### src/rtl/dm_cache_ctrl_pkg.sv
// Shared definitions for the direct-mapped cache controller: widths, bus
// command encodings common with the bus arbiter, and controller states.
package dm_cache_ctrl_pkg;

    localparam int ADDR_W    = 16;
    localparam int WORDWIDTH = 16;
    localparam int DATA_W    = WORDWIDTH;
    localparam int INDEX_W   = 6;
    localparam int TAG_W     = ADDR_W - INDEX_W;
    localparam int NUM_LINES = 1 << INDEX_W;
    localparam int IOSTATE_W = 2;

    typedef enum logic [IOSTATE_W-1:0] {
        IDLE = 2'd0,
        RD   = 2'd1,
        WT   = 2'd2
    } bus_cmd_e;

    typedef enum logic [2:0] {
        S_IDLE,
        S_LOOKUP,
        S_WB,
        S_GAP,
        S_FILL,
        S_RESP
    } state_e;

    function automatic logic [15:0] sat_inc(input logic [15:0] v);
        return (v == 16'hFFFF) ? v : v + 16'd1;
    endfunction

endpackage

### src/rtl/dm_cache_ctrl_cache_line_store.sv
// Tag/data storage for the direct-mapped cache: one combinational read port,
// one synchronous write port, contents undefined after reset.
module cache_line_store
    import dm_cache_ctrl_pkg::*;
(
    input  logic               clk,
    input  logic [INDEX_W-1:0] rd_index,
    output logic [TAG_W-1:0]   rd_tag,
    output logic [DATA_W-1:0]  rd_data,
    input  logic               wr_en,
    input  logic [INDEX_W-1:0] wr_index,
    input  logic [TAG_W-1:0]   wr_tag,
    input  logic [DATA_W-1:0]  wr_data
);

    logic [TAG_W-1:0]  tag_mem  [NUM_LINES];
    logic [DATA_W-1:0] data_mem [NUM_LINES];

    always_ff @(posedge clk) begin
        if (wr_en) begin
            tag_mem[wr_index]  <= wr_tag;
            data_mem[wr_index] <= wr_data;
        end
    end

    assign rd_tag  = tag_mem[rd_index];
    assign rd_data = data_mem[rd_index];

endmodule

### src/rtl/dm_cache_ctrl.sv
// Direct-mapped, write-back, write-allocate cache controller with one-word
// lines, bridging a CPU core to one requester port of the shared memory bus.
module dm_cache_ctrl
    import dm_cache_ctrl_pkg::*;
(
    input  logic                 clk,
    input  logic                 reset,
    input  logic                 cpu_req,
    input  logic                 cpu_we,
    input  logic [ADDR_W-1:0]    cpu_addr,
    input  logic [DATA_W-1:0]    cpu_wdata,
    output logic [DATA_W-1:0]    cpu_rdata,
    output logic                 cpu_ack,
    output logic                 cpu_busy,
    output logic [IOSTATE_W-1:0] bus_rw,
    output logic [ADDR_W-1:0]    bus_addr,
    output logic [DATA_W-1:0]    bus_wdata,
    input  logic [DATA_W-1:0]    bus_rdata,
    input  logic                 bus_rd_en,
    input  logic                 bus_wb_done,
    output logic [15:0]          hit_cnt,
    output logic [15:0]          miss_cnt
);

    state_e                 state_q, state_d;
    bus_cmd_e               bus_rw_q, bus_rw_d;
    logic [ADDR_W-1:0]      bus_addr_q, bus_addr_d;
    logic [DATA_W-1:0]      bus_wdata_q, bus_wdata_d;
    logic [DATA_W-1:0]      rdata_q, rdata_d;
    logic                   ack_q, ack_d;
    logic                   busy_q, busy_d;
    logic [15:0]            hit_cnt_q, hit_cnt_d;
    logic [15:0]            miss_cnt_q, miss_cnt_d;
    logic [NUM_LINES-1:0]   valid_q, valid_d;
    logic [NUM_LINES-1:0]   dirty_q, dirty_d;
    logic [ADDR_W-1:0]      req_addr_q, req_addr_d;
    logic                   req_we_q, req_we_d;
    logic [DATA_W-1:0]      req_wdata_q, req_wdata_d;

    logic [INDEX_W-1:0]     req_index;
    logic [TAG_W-1:0]       req_tag;
    logic [TAG_W-1:0]       line_tag;
    logic [DATA_W-1:0]      line_data;
    logic                   store_we;
    logic [DATA_W-1:0]      store_wdata;
    logic                   hit;

    assign req_index = req_addr_q[INDEX_W-1:0];
    assign req_tag   = req_addr_q[ADDR_W-1:INDEX_W];
    assign hit       = valid_q[req_index] && (line_tag == req_tag);

    cache_line_store u_store (
        .clk      (clk),
        .rd_index (req_index),
        .rd_tag   (line_tag),
        .rd_data  (line_data),
        .wr_en    (store_we),
        .wr_index (req_index),
        .wr_tag   (req_tag),
        .wr_data  (store_wdata)
    );

    always_comb begin
        state_d     = state_q;
        bus_rw_d    = bus_rw_q;
        bus_addr_d  = bus_addr_q;
        bus_wdata_d = bus_wdata_q;
        rdata_d     = rdata_q;
        ack_d       = 1'b0;
        busy_d      = ack_q ? 1'b0 : busy_q;
        hit_cnt_d   = hit_cnt_q;
        miss_cnt_d  = miss_cnt_q;
        valid_d     = valid_q;
        dirty_d     = dirty_q;
        req_addr_d  = req_addr_q;
        req_we_d    = req_we_q;
        req_wdata_d = req_wdata_q;
        store_we    = 1'b0;
        store_wdata = req_wdata_q;

        case (state_q)
            S_IDLE: begin
                // busy stays high through the ack cycle, so no accept until it drops
                if (cpu_req && !busy_q) begin
                    req_addr_d  = cpu_addr;
                    req_we_d    = cpu_we;
                    req_wdata_d = cpu_wdata;
                    busy_d      = 1'b1;
                    state_d     = S_LOOKUP;
                end
            end
            S_LOOKUP: begin
                if (hit) begin
                    hit_cnt_d = sat_inc(hit_cnt_q);
                    if (req_we_q) begin
                        store_we           = 1'b1;
                        dirty_d[req_index] = 1'b1;
                    end else begin
                        rdata_d = line_data;
                    end
                    state_d = S_RESP;
                end else begin
                    miss_cnt_d = sat_inc(miss_cnt_q);
                    if (valid_q[req_index] && dirty_q[req_index]) begin
                        bus_rw_d    = WT;
                        bus_addr_d  = {line_tag, req_index};
                        bus_wdata_d = line_data;
                        state_d     = S_WB;
                    end else begin
                        bus_rw_d   = RD;
                        bus_addr_d = req_addr_q;
                        state_d    = S_FILL;
                    end
                end
            end
            S_WB: begin
                if (bus_wb_done) begin
                    dirty_d[req_index] = 1'b0;
                    bus_rw_d           = IDLE;
                    state_d            = S_GAP;
                end
            end
            S_GAP: begin
                bus_rw_d   = RD;
                bus_addr_d = req_addr_q;
                state_d    = S_FILL;
            end
            S_FILL: begin
                if (bus_rd_en) begin
                    store_we           = 1'b1;
                    store_wdata        = req_we_q ? req_wdata_q : bus_rdata;
                    valid_d[req_index] = 1'b1;
                    dirty_d[req_index] = req_we_q;
                    if (!req_we_q) begin
                        rdata_d = bus_rdata;
                    end
                    bus_rw_d = IDLE;
                    state_d  = S_RESP;
                end
            end
            S_RESP: begin
                ack_d   = 1'b1;
                state_d = S_IDLE;
            end
            default: state_d = S_IDLE;
        endcase
    end

    always_ff @(posedge clk) begin
        if (!reset) begin
            state_q     <= S_IDLE;
            bus_rw_q    <= IDLE;
            bus_addr_q  <= '0;
            bus_wdata_q <= '0;
            rdata_q     <= '0;
            ack_q       <= 1'b0;
            busy_q      <= 1'b0;
            hit_cnt_q   <= '0;
            miss_cnt_q  <= '0;
            valid_q     <= '0;
            dirty_q     <= '0;
            req_addr_q  <= '0;
            req_we_q    <= 1'b0;
            req_wdata_q <= '0;
        end else begin
            state_q     <= state_d;
            bus_rw_q    <= bus_rw_d;
            bus_addr_q  <= bus_addr_d;
            bus_wdata_q <= bus_wdata_d;
            rdata_q     <= rdata_d;
            ack_q       <= ack_d;
            busy_q      <= busy_d;
            hit_cnt_q   <= hit_cnt_d;
            miss_cnt_q  <= miss_cnt_d;
            valid_q     <= valid_d;
            dirty_q     <= dirty_d;
            req_addr_q  <= req_addr_d;
            req_we_q    <= req_we_d;
            req_wdata_q <= req_wdata_d;
        end
    end

    assign cpu_rdata = rdata_q;
    assign cpu_ack   = ack_q;
    assign cpu_busy  = busy_q;
    assign bus_rw    = bus_rw_q;
    assign bus_addr  = bus_addr_q;
    assign bus_wdata = bus_wdata_q;
    assign hit_cnt   = hit_cnt_q;
    assign miss_cnt  = miss_cnt_q;

endmodule
### config.mk
export PLATFORM = sky130hd
export DESIGN_NAME = dm_cache_ctrl
export DESIGN_NICKNAME = d
export VERILOG_FILES = /design/src/rtl/dm_cache_ctrl_pkg.sv /design/src/rtl/dm_cache_ctrl_cache_line_store.sv /design/src/rtl/dm_cache_ctrl.sv
export SDC_FILE = /design/constraint.sdc
export NUM_CORES = 2
export LEC_CHECK = 0
export BUFFER_PORTS_ARGS = -buffer_cell sky130_fd_sc_hd__buf_2
export CAP_MARGIN = 20
export CORE_ASPECT_RATIO = 0.7
export CORE_MARGIN = 4
export CORE_UTILIZATION = 60
export DETAILED_ROUTE_END_ITERATION = 6
export PLACE_DENSITY = 0.79
export SETUP_SLACK_MARGIN = 0.4
export SYNTH_ARGS = -nofsm -noshare
export SYNTH_HDL_FRONTEND = slang
export SYNTH_SLANG_ARGS = --single-unit
### constraint.sdc
create_clock -name clk -period 6.5 [get_ports clk]
set_input_delay 1.3 -clock clk [delete_from_list [all_inputs] [get_ports clk]]
set_output_delay 1.3 -clock clk [all_outputs]
set_load 0.05 [all_outputs]
After elaboration in Yosys (flattened, before gate mapping)
Memory sizes are Yosys's and may differ from the RTL's. A register that Yosys moved wholly into a read port is not among the register bits.
Index checks and enable logic that the tools add are counted.
{"block": "word_totals", "regBits": 248, "word_cells": 111, "in_bits": 54, "mem_count": 2, "ram_bits": 1664}
{"block": "classes", "n_reduce_logical": 20, "eq_ne": 16, "n_addsub": 2, "mux": 48, "n_bitwise": 7, "order_cmp": 2}
{"name": "u_store.data_mem", "words": 64, "width": 16, "read_ports": 1, "rd_ports_with_merged_regs": 1, "write_ports": 1, "line": "dm_cache_ctrl_cache_line_store.sv:17", "source": "logic [DATA_W-1:0] data_mem [NUM_LINES];"}
{"name": "u_store.tag_mem", "words": 64, "width": 10, "read_ports": 1, "rd_ports_with_merged_regs": 1, "write_ports": 1, "line": "dm_cache_ctrl_cache_line_store.sv:16", "source": "logic [TAG_W-1:0] tag_mem [NUM_LINES];"}
{"cell": "64-bit two-way mux", "count": 4}
{"cell": "64-bit one-hot mux with 3 select lines", "count": 1}
{"cell": "16-bit two-way mux", "count": 9}
{"cell": "64-bit bitwise OR", "count": 2}
{"cell": "64-bit AND", "count": 1}
{"cell": "64-bit bitwise mux", "count": 1}
{"cell": "64-bit inverter", "count": 1}
{"cell": "16-bit one-hot mux with 2 select lines", "count": 2}
{"cell": "16-bit by 1-bit adder with 16-bit output, second input constant", "count": 2}
{"cell": "16-bit equality test, second input constant", "count": 2}
{"cell": "6-bit two-way mux", "count": 4}
{"cell": "2-bit != test, second input constant", "count": 8}
{"cell": "3-bit two-way mux", "count": 5}
{"cell": "3-bit one-hot mux with 5 select lines", "count": 1}
{"cell": "1-bit binary-select mux with 6-bit select", "count": 2}
{"cell": "1-bit two-way mux", "count": 12}
{"cell": "3-bit AND reduction", "count": 4}
{"cell": "10-bit equality test", "count": 1}
{"cell": "5-bit AND reduction", "count": 2}
{"cell": "2-bit two-way mux", "count": 4}
{"cell": "2-bit one-hot mux with 4 select lines", "count": 1}
{"cell": "6-bit by 7-bit < comparator with 1-bit output, second input constant", "count": 1}
{"cell": "1-bit demux with 6-bit select", "count": 1}
{"cell": "3-bit by 2-bit equality test with 1-bit output, second input constant", "count": 2}
{"cell": "other kinds (13)", "count": 22}

Longest topological paths before layout
{"block": "depth", "depth_word": 8, "depth_mapped": 17, "mapped_depth_nobuf": 10}

By module
From an unflattened synthesis, not the netlist that was laid out.
{"block": "unflattened", "cells_unflattened": 4131, "area_unflattened_um2": 75337.3}
{"mod": "cache_line_store", "cells_each": 2866, "instances": 1, "area_per_inst_um2": 64042.7}
{"mod": "dm_cache_ctrl", "cells_each": 1265, "instances": 1, "area_per_inst_um2": 11294.6}

Least setup slack after synthesis
No wires, ideal clock.
{"block": "synth_timing", "path_kind": "reg-to-reg", "startpoint": "register with a tool-made name", "endpoint": "memory u_store.data_mem[10][0] (netlist name), enable pin", "path_slack_ns": 1.763, "t_arrival_ns": 4.328, "setup_ns": 0.409, "n_path_buf": 5, "synth_period_minus_slack_ns": 4.737, "path_stages_with_launch": 16, "path_cell_list": "dfxtp_1 buf_6 buf_6 buf_6 mux4_2 mux2i_1 a21oi_1 and3_1 or3_1 a221oi_2 nand2_1 nor3_4 a21boi_1 buf_2 buf_2 nor2_1"}
{"element": "to (decl)", "line": "dm_cache_ctrl_cache_line_store.sv:17"}

==> results by group <==
Run
  • Max_cap viols: 0

CTS
  • H-tree levels: 4
  • Clk pin slew, worst setup/hold paths: approximately 0.07 ns
  • CTS Buf Count: 162
  • Root Driver: clkbuf_16
  • Clock insertion delay at the later pin of the skew report: 0.81 ns
  • Bufs on Longest Clock Path: 3
  • CTS Sinks: ~1,900
  • Post-CTS setup buffers: 0
  • Post-CTS Resized: 0
  • CTS tree: done
  • # hold bufs at CTS: 0

Critical path
  • CP cell instances: buf_4 > mux4_2 > mux2i_1 > a221o_1 > a21oi_1 > o21ai_0 > and4b_1 > nand2_1 > nor3_4 > a21boi_4 > buf_4 > nor2_4
  • CP max stage delay: a little under 1 ns
  • CP Buf/Inv Count: 2
  • Register-to-register setup slack: 0.68 ns
  • Slowest stage cell on the critical path: dfxtp_4
  • Crit path max-delay family: simple AND/OR/NAND/NOR gates
  • WP data required: ~6.9 ns
  • Setup CP Type: reg2reg
  • Most used cell, CP: buf_4
  • Arr. time, crit path: between 6 and 7 ns
  • Setup crit end kind: register
  • Critical path peak fanout: 47
  • Critical Path Start Type: register

Pwr
  • Flop pwr share: 52.2%
  • Clk network pwr share: 38.1%
  • Leak pwr: 26.67 nW
  • P per Cell Area: 312.0 nW/µm²
  • Combinational share of power: 9.7%
  • Switching power: 0.006300 W
  • Pint: 0.01996 W
  • Sw Ratio: 23.99%
  • Worst vdd ir: 0.2778 mV

Floorplan
  • Rows: approximately 110
  • Full die area: 131,300 µm²
  • Num ports: 138
  • Core ar.: between 100,000 and 150,000 µm²
  • Starting Density: 60.56%
  • Die X: 431.4 µm
  • Die H: 304.4 µm

Final layout
  • Area growth, synth to finish: 11.81%
  • Share of cells above drive strength 1: between 20% and 30%
  • Fillers: approximately 7,500
  • Fin nets: 4,287

Synthesis
  • Synthesized area: 75,290 µm²
  • Primary FF master, synth: edfxtp_1
  • #FFs+latches synth: 1,918
  • Post-synth EDFFs: 1,664
  • Ys async rst share: 0%
  • Yosys cell types: 80
  • Synth cell count leaders: edfxtp_1, mux4_2, nor2_1, dfxtp_1, nand2_1
  • Register area share after synthesis: 73.12%
  • Top-count cell post-synth: edfxtp_1
  • Total nets after synthesis: approximately 4,100
  • Post-Syn Instances: 4,024
  • Area contributors post-synth: edfxtp_1, mux4_2, dfxtp_1
  • Top-area cell type share of the netlist area: 66.37%
  • Mean post-synth cell area: approximately 19 µm²
  • Synth area leader: edfxtp_1
  • Syn. warnings: 0

Global route
  • Vias in the first global route: 40,920
  • GRT Overall Usage: 33.75%
  • M1 GR Usage: 47.93%
  • Global route overflow: 0
  • Met3 usage: 13.43%
  • M2 GR Usage: between 40% and 50%
  • First-pass GRT wire length: 311,800 µm
  • Initial antenna violation count: 26
  • Global route hottest layer: met2
  • Largest net degree at the start of global routing: 118

Timing
  • Final setup violation count: 0
  • Fin crit share: 89.59%
  • Final worst setup slack: 0.6768 ns
  • Worst Max-Slew Pin Slew: 1.163 ns
  • Fin Clk Skew: approximately 0.039 ns
  • Max-slew headroom: 22.44%
  • Max-slew violations: 0
  • Minimum clock period: 5.823 ns
  • Final-report hold violation count: 0
  • Setup TNS: 0 ns
  • RSZ-0062 raised after global routing: no
  • F_max: ~0.17 GHz

Place
  • Hpwl dp: 128,800 µm
  • Dpl ws: around 0.88 ns
  • I/O Buffers: ~140
  • Routability-driven placement congestion ratio: ~0.96

Routing
  • DR pass1 iterations: 7
  • WL final: between 200,000 and 250,000 µm
  • Drt via density: roughly 7.1
  • DR DRC count: 1
  • Antenna Nets Post-Route: 0
  • Wire length per cell: 36.53 µm
  • 1st-iter DRT viols: approximately 8,000
  • DR vias: about 43,000

Status
  • Failing checks: design-rule violations
  • Status: finished, violations left

Worst hold path
  • Worst min-delay path class: reg2reg
-- stage by stage --
step                      util [%]  total power (W)  area (µm²)  hold slack, ns  cells
after detailed placement     63.40          0.01640       78820          0.4439   5715
after CTS                    67.66          0.02622       84110          0.4525   6007
after global routing         67.69          0.02695       84160          0.4783   6009
final                        67.71          0.02626       84180          0.4483   6019
after global placement       63.38          0.01635       78800          0.4395   5714
after floorplan                  -          0.01541       75290          0.4319   4024
-- cell usage in the layout (no fill, tap or decap), types with 7 or more instances in the layout --
| cell | netlist | layout |
|---|---|---|
| a221oi_1 | 15 | 15 |
| inv_1 | 13 | 11 |
| a311oi_1 | 7 | 7 |
| clkinv_2 | 0 | 25 |
| dfxtp_1 | 254 | 240 |
| buf_12 | 0 | 17 |
| buf_2 | 35 | 136 |
| nand4_1 | 14 | 14 |
| and2_1 | 9 | 9 |
| o22ai_1 | 7 | 7 |
| nor2b_1 | 11 | 11 |
| bufinv_16 | 0 | 20 |
| nand3b_1 | 14 | 14 |
| o21ai_0 | 91 | 91 |
| a311oi_2 | 10 | 10 |
| a22o_1 | 13 | 13 |
| mux2_2 | 24 | 22 |
| clkbuf_16 | 0 | 166 |
| mux4_2 | 497 | 497 |
| nand3_1 | 23 | 23 |
| a21oi_1 | 68 | 68 |
| clkbuf_1 | 135 | 32 |
| nor2_4 | 0 | 65 |
| edfxtp_1 | 1664 | 1664 |
| diode_2 | 0 | 10 |
| mux2i_1 | 130 | 130 |
| buf_4 | 16 | 146 |
| dfxtp_2 | 0 | 11 |
| clkinv_1 | 0 | 31 |
| nand2_1 | 251 | 250 |
| a31oi_1 | 69 | 68 |
| a22oi_1 | 36 | 36 |
| and3_1 | 20 | 20 |
| nand2b_1 | 27 | 27 |
| nor2_1 | 377 | 312 |
-- area by class of cell --
type / instances / area [µm²] / area share [%]
tap: 1650 / 2064 / 2.452
inverter: 16 / 67.56 / 0.08026
multi-input combinational: 1833 / 19510 / 23.18
antenna: 10 / 25.02 / 0.02973
clock buffer: 203 / 4334 / 5.149
sequential: 1918 / 55080 / 65.43
clock inverter: 89 / 955.9 / 1.136
timing repair buffer: 300 / 2145 / 2.548
-- power groups by stage --
stage | Sequential (W) | Combinational [W] | Clock [W]
after detailed placement | 0.0140 | 0.00243 | 0
after floorplan | 0.0140 | 0.00144 | 0
after global placement | 0.0140 | 0.00239 | 0
after CTS | 0.0137 | 0.00248 | 0.0100
after global routing | 0.0137 | 0.00263 | 0.0106
final | 0.0137 | 0.00255 | 0.0100
-- final timing paths --
check	depth (start not counted)	endpoint	start
setup reg to reg	12	u_store.data_mem[42][5]	register
hold / removal	2	req_wdata_q[8]	req_wdata_q[8]
hold reg to reg	2	req_wdata_q[8]	req_wdata_q[8]
setup / recovery	12	u_store.data_mem[42][5]	register
-- sequential cells by signal, summed over array words and instances, names as in the netlist, named ones only --
register and cells:
u_store.data_mem 1024, cpu_ack 1, req_we_q 1, valid_q 64
bus_wdata 16, req_addr_q 16, cpu_rdata 16, cpu_busy 1
req_wdata_q 16, dirty_q 64, miss_cnt 16, hit_cnt 16
u_store.tag_mem 640, bus_rw 2, bus_addr 16, state_q 3
-- metal layers --
metal	vias to the layer above	routed length, µm
li1	16599	-
met1	21761	77930
met2	3718	97200
met3	483	36130
met4	12	8544
met5	-	70
-- tightest hold or removal path, stage by stage, from the launching register on --
cell,delay (ns)
dfxtp_1,0.30
nand2_1,0.05
a21oi_1,0.05
-- cells by family after synthesis --
| group | synth area share (%) |
|---|---|
| adders and majority gates | 0.03323 |
| buffers and inverters | 1.708 |
| and+or+nand+nor | 4.731 |
| muxes | 16.95 |
| xor gates and xnor gates | 0.06980 |
| DFF | 73.12 |
| AOI/OAI and AO/OA | 3.379 |
No activity file was read; power rests on OpenSTA's default activity.
